**config.mk**
```make
export PLATFORM = sky130hd
export DESIGN_NAME = ivld_reg
export DESIGN_NICKNAME = d
export VERILOG_FILES = /design/src/rtl/ivld_pkg.sv /design/src/rtl/ivld_fifo.sv /design/src/rtl/ivld_reg.sv
export SDC_FILE = /design/constraint.sdc
export NUM_CORES = 1
export LEC_CHECK = 0
export CAP_MARGIN = 10
export CORE_MARGIN = 2
export CORE_UTILIZATION = 52
export CTS_CLUSTER_SIZE = 30
export DETAILED_ROUTE_END_ITERATION = 6
export GPL_TIMING_DRIVEN = 0
export PLACE_DENSITY = 0.76
export SETUP_SLACK_MARGIN = 0.02
export SYNTH_ARGS = -nofsm -noshare
export SYNTH_HDL_FRONTEND = slang
export SYNTH_SLANG_ARGS = --single-unit
```
**constraint.sdc**
```tcl
create_clock -name clk -period 2.2 [get_ports clk]
set_input_delay 0.44 -clock clk [delete_from_list [all_inputs] [get_ports clk]]
set_output_delay 0.44 -clock clk [all_outputs]
set_load 0.01 [all_outputs]
```
**src/rtl/ivld_pkg.sv**
```systemverilog
// Shared helpers for the input-valid scalar register.
// Pointer sizing and buffer depth legality.
package ivld_pkg;

   function automatic int unsigned ptr_w(input int unsigned depth);
      return (depth > 1) ? $clog2(depth) : 1;
   endfunction

   function automatic bit depth_ok(input int unsigned depth);
      return (depth >= 1) && (depth <= 8) && ((depth & (depth - 1)) == 0);
   endfunction

endpackage

```
**src/rtl/ivld_fifo.sv**
```systemverilog
// Circular argument buffer: storage, wrapping pointers, occupancy.
// Callers gate push on space and pop on occupancy.
module ivld_fifo
   import ivld_pkg::*;
#(
   parameter int unsigned DATA_WIDTH = 32,
   parameter int unsigned DEPTH      = 2,
   parameter int unsigned CW         = $clog2(DEPTH + 1)
) (
   input  logic                  clk,
   input  logic                  rst,
   input  logic                  push_i,
   input  logic [DATA_WIDTH-1:0] push_data_i,
   input  logic                  pop_i,
   output logic [DATA_WIDTH-1:0] head_o,
   output logic [CW-1:0]         count_o
);

   localparam int unsigned PW = ptr_w(DEPTH);
   localparam logic [PW-1:0] LastPtr = PW'(DEPTH - 1);

   logic [DATA_WIDTH-1:0] mem_q [DEPTH];
   logic [PW-1:0]         wr_q, wr_d;
   logic [PW-1:0]         rd_q, rd_d;
   logic [CW-1:0]         cnt_q, cnt_d;

   always_comb begin
      wr_d  = wr_q;
      rd_d  = rd_q;
      cnt_d = cnt_q;
      if (push_i) wr_d = (wr_q == LastPtr) ? '0 : wr_q + 1'b1;
      if (pop_i)  rd_d = (rd_q == LastPtr) ? '0 : rd_q + 1'b1;
      unique case ({push_i, pop_i})
         2'b10:   cnt_d = cnt_q + 1'b1;
         2'b01:   cnt_d = cnt_q - 1'b1;
         default: cnt_d = cnt_q;
      endcase
   end

   always_ff @(posedge clk) begin
      if (rst) begin
         wr_q  <= '0;
         rd_q  <= '0;
         cnt_q <= '0;
      end else begin
         wr_q  <= wr_d;
         rd_q  <= rd_d;
         cnt_q <= cnt_d;
      end
   end

   // Contents are don't-care after reset, so storage has no reset.
   always_ff @(posedge clk) begin
      if (push_i) mem_q[wr_q] <= push_data_i;
   end

   assign head_o  = mem_q[rd_q];
   assign count_o = cnt_q;

endmodule

```
**src/rtl/ivld_reg.sv**
```systemverilog
// Input-valid scalar register: buffers adapter arguments and retires
// the head on each rising ap_ready of the accelerator.
module ivld_reg
   import ivld_pkg::*;
#(
   parameter int unsigned DATA_WIDTH = 32,
   parameter int unsigned DEPTH      = 2,
   parameter int unsigned CW         = $clog2(DEPTH + 1)
) (
   input  logic                  clk,
   input  logic                  rst,
   input  logic [DATA_WIDTH-1:0] data_in,
   input  logic                  vld_in,
   output logic                  rdy_out,
   input  logic                  ap_start,
   input  logic                  ap_ready,
   output logic [DATA_WIDTH-1:0] data_out,
   output logic                  vld_out,
   output logic [CW-1:0]         count,
   output logic                  err_missing,
   output logic                  err_underflow
);

   localparam bit DepthOk = depth_ok(DEPTH);
   localparam logic [CW-1:0] Full = CW'(DEPTH);

   if (!DepthOk) begin : g_bad_depth
      $error("ivld_reg: DEPTH must be a power of two in 1..8");
   end

   logic [DATA_WIDTH-1:0] head;
   logic [DATA_WIDTH-1:0] last_q, last_d;
   logic [CW-1:0]         cnt;
   logic                  ap_start_q, ap_ready_q, init_q;
   logic                  err_missing_q, err_missing_d;
   logic                  err_underflow_q, err_underflow_d;
   logic                  empty, push, pop, rise_ready, rise_start;

   assign empty   = (cnt == '0);
   assign rdy_out = (cnt != Full);
   assign push    = vld_in & rdy_out;

   // The first sample after reset only reloads the edge registers,
   // so a level held high through reset is never seen as a rise.
   assign rise_ready = ap_ready & ~ap_ready_q & ~init_q;
   assign rise_start = ap_start & ~ap_start_q & ~init_q;
   assign pop        = rise_ready & ~empty;

   ivld_fifo #(
      .DATA_WIDTH (DATA_WIDTH),
      .DEPTH      (DEPTH),
      .CW         (CW)
   ) u_fifo (
      .clk         (clk),
      .rst         (rst),
      .push_i      (push),
      .push_data_i (data_in),
      .pop_i       (pop),
      .head_o      (head),
      .count_o     (cnt)
   );

   always_comb begin
      last_d          = last_q;
      err_missing_d   = err_missing_q;
      err_underflow_d = err_underflow_q;
      if (pop) last_d = head;
      if (rise_ready & empty) err_underflow_d = 1'b1;
      if (rise_start & empty & ~push) err_missing_d = 1'b1;
   end

   always_ff @(posedge clk) begin
      if (rst) begin
         ap_start_q      <= 1'b0;
         ap_ready_q      <= 1'b0;
         init_q          <= 1'b1;
         last_q          <= '0;
         err_missing_q   <= 1'b0;
         err_underflow_q <= 1'b0;
      end else begin
         ap_start_q      <= ap_start;
         ap_ready_q      <= ap_ready;
         init_q          <= 1'b0;
         last_q          <= last_d;
         err_missing_q   <= err_missing_d;
         err_underflow_q <= err_underflow_d;
      end
   end

   assign vld_out       = ~empty;
   assign data_out      = empty ? last_q : head;
   assign count         = cnt;
   assign err_missing   = err_missing_q;
   assign err_underflow = err_underflow_q;

endmodule
```
### Yosys cells after proc, flatten, opt, wreduce, memory -nomap -nowiden

Memories as Yosys holds them, arrays and structs flattened. A register that Yosys moved wholly into a read port is not among the register bits.
Index checks and enable logic that the tools add are counted.

| cells by class | value |
|---|---|
| bitwise gates (word level) | 14 |
| add/subtract/negate cells | 4 |
| multiplexer cells | 9 |
| reduce and logical (&&, ||, !) cells | 2 |
| equality and inequality tests | 3 |

Operator list:

| kind | number |
|---|---|
| two-way mux 32 bit | 1 |
| bitwise AND 1 bit | 9 |
| two-way mux 1 bit | 7 |
| NOT 1 bit | 5 |
| case mux 2 bit (2 select lines) | 1 |
| adder 1 bit (second input constant) | 2 |
| adder 2 x 1 -> 2 bit (second input constant) | 1 |
| equality test 2 x 1 -> 1 bit (second input constant) | 1 |
| equality test 2 bit (second input constant) | 1 |
| logical NOT 2 bit | 1 |
| != test 2 bit (second input constant) | 1 |
| nonzero test 2 bit | 1 |
| subtractor 2 x 1 -> 2 bit (second input constant) | 1 |

| storage, ports and cells | value |
|---|---|
| logic and storage cells | 42 |
| bits in writable memories | 64 |
| output and inout port bits | 38 |
| register bits | 41 |
| memories kept | 1 |
| bits of input ports | 37 |

Memories:

| memory | depth | width | read ports | clocked after memory_dff | wr ports | line | RTL |
|---|---|---|---|---|---|---|---|
| u_fifo.mem_q | 2 | 32 | 1 | 1 | 1 | ivld_fifo.sv:22 | `logic [DATA_WIDTH-1:0] mem_q [DEPTH];` |

### Depth between registers and ports, before layout

| depth | value |
|---|---|
| word-level depth | 6 |
| gate-level depth with buffers | 9 |

### Hierarchy

From an unflattened synthesis, not the netlist that was laid out.

| unflattened totals | value |
|---|---|
| cell total of the unflattened synthesis | 312 |
| area total of the unflattened synthesis | 4540.6 sq um |

By module, submodules not included:

| module | instances | area each (sq um) | cells each |
|---|---|---|---|
| ivld_fifo | 1 | 2502.4 | 120 |
| ivld_reg | 1 | 2038.2 | 192 |

### Worst setup path before layout

Ideal clock, no wire load.

| timing path | value |
|---|---|
| kind | register to register |
| start | reg u_fifo.cnt_q[0], in the netlist u_fifo.count_o[0] |
| end | mem u_fifo.mem_q[1][0], enable pin |
| path buffers | 0 |
| setup time | 0.392 ns |
| period minus slack after synthesis | 2.003 ns |
| arrival | 1.611 ns |
| stages on the path, launching flop included | 3 |
| path slack | 0.197 ns |
| cells stage by stage | dfxtp_1 > nand2b_1 > and3_1 |

| between the ends | value |
|---|---|
| longest elaborated chain between the ends | 4 |

RTL lines:

| item | line | RTL |
|---|---|---|
| start, declared | ivld_fifo.sv:25 | `logic [CW-1:0] cnt_q, cnt_d;` |
| start signal, assigned | ivld_fifo.sv:48 | `cnt_q <= cnt_d;` |
| != test 2 bit | ivld_reg.sv:40 | `assign rdy_out = (cnt != Full);` |
| named net rdy_out | ivld_reg.sv:14 | `output logic rdy_out,` |
| bitwise AND 1 bit | ivld_reg.sv:41 | `assign push = vld_in & rdy_out;` |
| two-way mux 1 bit | ivld_fifo.sv:54 | `if (push_i) mem_q[wr_q] <= push_data_i;` |
| two-way mux 1 bit (implied by the code) | ivld_fifo.sv:54 |  |
| end, declared | ivld_fifo.sv:22 |  |

The timed path passes the listed nets, and every way through them passes these cells.

==> metrics.cfg <==
[global_routing]
antenna_found_initial=0
grt_pass1_vias=2870
grt_max_degree=33
grt_usage=0.211
overflow=0
grt_pass1_wl_um=14200

[timing]
slew_violations=0
rsz0062_at_grt=yes
worstMarginPinSlew_ns=0.813
skew_ns=0.0102
holdWs_ns=0.484
period_share=0.971
relSlewSlack=0.458
fmax_mhz=468
fin_tns_setup_ns=0
hold_viol_final=0
finalSetupViolCount=0
period_minus_slack_ns=2.14
fin_ws_ns=0.0644

[worst_setup_path]
worst_setup_path_start_kind=register
cp_top_family=buffers and inverters
cp_num_buf_inv=3
critPathRequiredTime_ns=1.76
critPathMaxStageDelay_ns=0.34
arrival_ns=1.70
crit_path_end_kind=output port
critPathKind=register to output port
critical-path-slowest-cell=dfxtp_1
cp_max_fo=10
cp_cell_sequence=buf_6, buf_12, mux2i_2, a21oi_1, dlygate4sd2_1
r2r_start=u_fifo.count_o[0]$_SDFFE_PP0P_

[floorplanning]
die_w_um=94.4
io_pins=75
rows=32
initial_utilization=0.544
die_area_um2=8910
core_um2=7810
die_h_um=94.4

[cells_and_area]
layout-drive-gt1-share=0.296
final_cell_mix=edfxtp_1, a21oi_1, clkdlybuf4s50_1, dfxtp_1, nor2_1
antenna_cells=0
num-fill-cells=535
mostFrequentLayoutCell=edfxtp_1
fin_nets=448
area_growth_pct=30.8

[power_and_ir_drop]
ir_drop_v=0.000536
power.share.clock=0.224
seqPwrFrac=0.443
leakage_nw=1.90
internal_power_w=0.00365
p_comb_frac=0.332
power.switching_w=0.00173
p_per_area_nw_per_um2=968
finalPower_w=0.00538
switching_share=0.321

[drt]
drtIter0Drc=119
via_per_inst=5.63
num_vias=2910
drcViolationCount=0
firstDrtPassIters=4
wl_per_cell_um=17.7
antenna_left=0
wirelength_um=9150

[cts]
clockBufferDepth=2
cts_buffers=9
cts_tree=yes
cts-root-buf=clkbuf_8
worstSkewPairLatency_ns=0.36
htree_levels=3
cts.sinks=106
cts_hold_buf=0
clk_pin_slew_ns=0.10

[logic_synthesis]
ys_warn_count=0
synthCells=321
synth_area_um2=4250
ys_seq_area_frac=0.650
syn_avg_cell_area_um2=13.2
ys_seq_elements=106
synth.distinct_cells=31
synthesis.nets=359

[placed_design]
place_congestion=0.743
io_buffer_count=74
pre_cts_ws_ns=-0.413
dp.final_hpwl_um=5930

[status]
status=complete, no violations

[min_path]
min_path_type=register to register
min_from=err_missing$_SDFFE_PP0P_

[run]
max_cap_viol_count=0

[cell families after synthesis]
family          count (synthesis)  share of synthesized area
compound gates                104                      0.174
mux                            32                     0.0754
flops                         106                      0.650
fa+ha+maj                       1                    0.00295
simple gates                   49                     0.0551
buf+inv                        27                     0.0377
xor+xnor                        2                    0.00412
[sequential cells by signal, summed over array words and instances (netlist names), named ones only]
register	count
last_q	32
err_underflow	1
u_fifo.rd_q	1
err_missing	1
u_fifo.wr_q	1
ap_ready_q	1
ap_start_q	1
u_fifo.count_o	2
u_fifo.mem_q	64
init_q	1
[Yosys cell counts]
master | n | area (µm²)
clkbuf_1 | 4 | 15.0
or3_1 | 1 | 6.26
buf_6 | 4 | 45.0
dfxtp_1 | 42 | 841
nand2b_1 | 2 | 12.5
ha_1 | 1 | 12.5
nand3_1 | 1 | 5.00
buf_4 | 4 | 30.0
inv_1 | 1 | 3.75
a211oi_2 | 27 | 338
nand2_1 | 1 | 3.75
nand3b_1 | 1 | 7.51
mux2i_1 | 32 | 320
a21oi_1 | 68 | 340
a21bo_2 | 1 | 10.0
xor2_1 | 1 | 8.76
xnor2_1 | 1 | 8.76
nor2b_1 | 2 | 12.5
nor4b_1 | 1 | 8.76
buf_1 | 2 | 7.51
nor2_1 | 36 | 135
and2_1 | 1 | 6.26
a211oi_1 | 5 | 37.5
o21ai_0 | 1 | 5.00
and3_1 | 1 | 6.26
o21ai_1 | 2 | 10.0
nor3b_4 | 1 | 18.8
edfxtp_1 | 64 | 1920
nor2_4 | 1 | 11.3
inv_2 | 1 | 3.75
buf_2 | 11 | 55.1
[layout make-up]
type                       count  area, µm²  area share
multi-input combinational    188       1500       0.269
clock buffer                  10        138      0.0248
inverter                       2       10.0     0.00180
tap                          102        128      0.0230
buffer                        24        203      0.0365
sequential                   106       2770       0.498
clock inverter                 6       66.3      0.0119
timing repair buffer          79        748       0.135
[final timing paths]
check	endpoint	slack (ns)	cells after the start
min	err_missing$_SDFFE_PP0P_	0.48	2
min reg2reg	err_missing$_SDFFE_PP0P_	0.48	2
max	data_out[26]	0.06	5
max reg2reg	u_fifo.mem_q[0][21]$_DFFE_PP_	0.22	5
[worst reg2reg max path, cell delays in order, from the launching register on]
cell and delay, ns:
dfxtp_4 0.38, buf_4 0.13, nand2b_1 0.21, nand3b_1 0.13, inv_1 0.60, buf_16 0.24
[power groups by stage]
stage                     registers (W)  clock network [W]  logic, W
after global placement          0.00240                  0   0.00173
after floorplan                 0.00240                  0  0.000907
after detailed placement        0.00241                  0   0.00177
final                           0.00238            0.00121   0.00179
after global routing            0.00240            0.00130   0.00194
after CTS                       0.00238            0.00121   0.00173
[routing by layer]
layer	vias to the layer above	track usage	wire, µm
li1	1373	-	-
met1	1438	0.278	3910
met2	81	0.357	4690
met3	18	0.0311	396
met4	0	0.0821	151
met5	-	0	0
[stage by stage]
stage,cell area [µm²],utilization,std cells
floorplan,4250,-,321
global placement,5120,0.655,497
detailed placement,5140,0.659,498
CTS,5460,0.700,515
global route,5560,0.712,517
finish,5560,0.712,517
[what timing repair did]
item	in CTS	in global routing
hold endpoints to repair	0	0
endpoints found under the setup margin	34	27
setup buffers	1	3
gates resized for setup	97	41
gates cloned	0	0
pin swaps	0	1
Note: power is estimated with default switching activity, not from simulation.
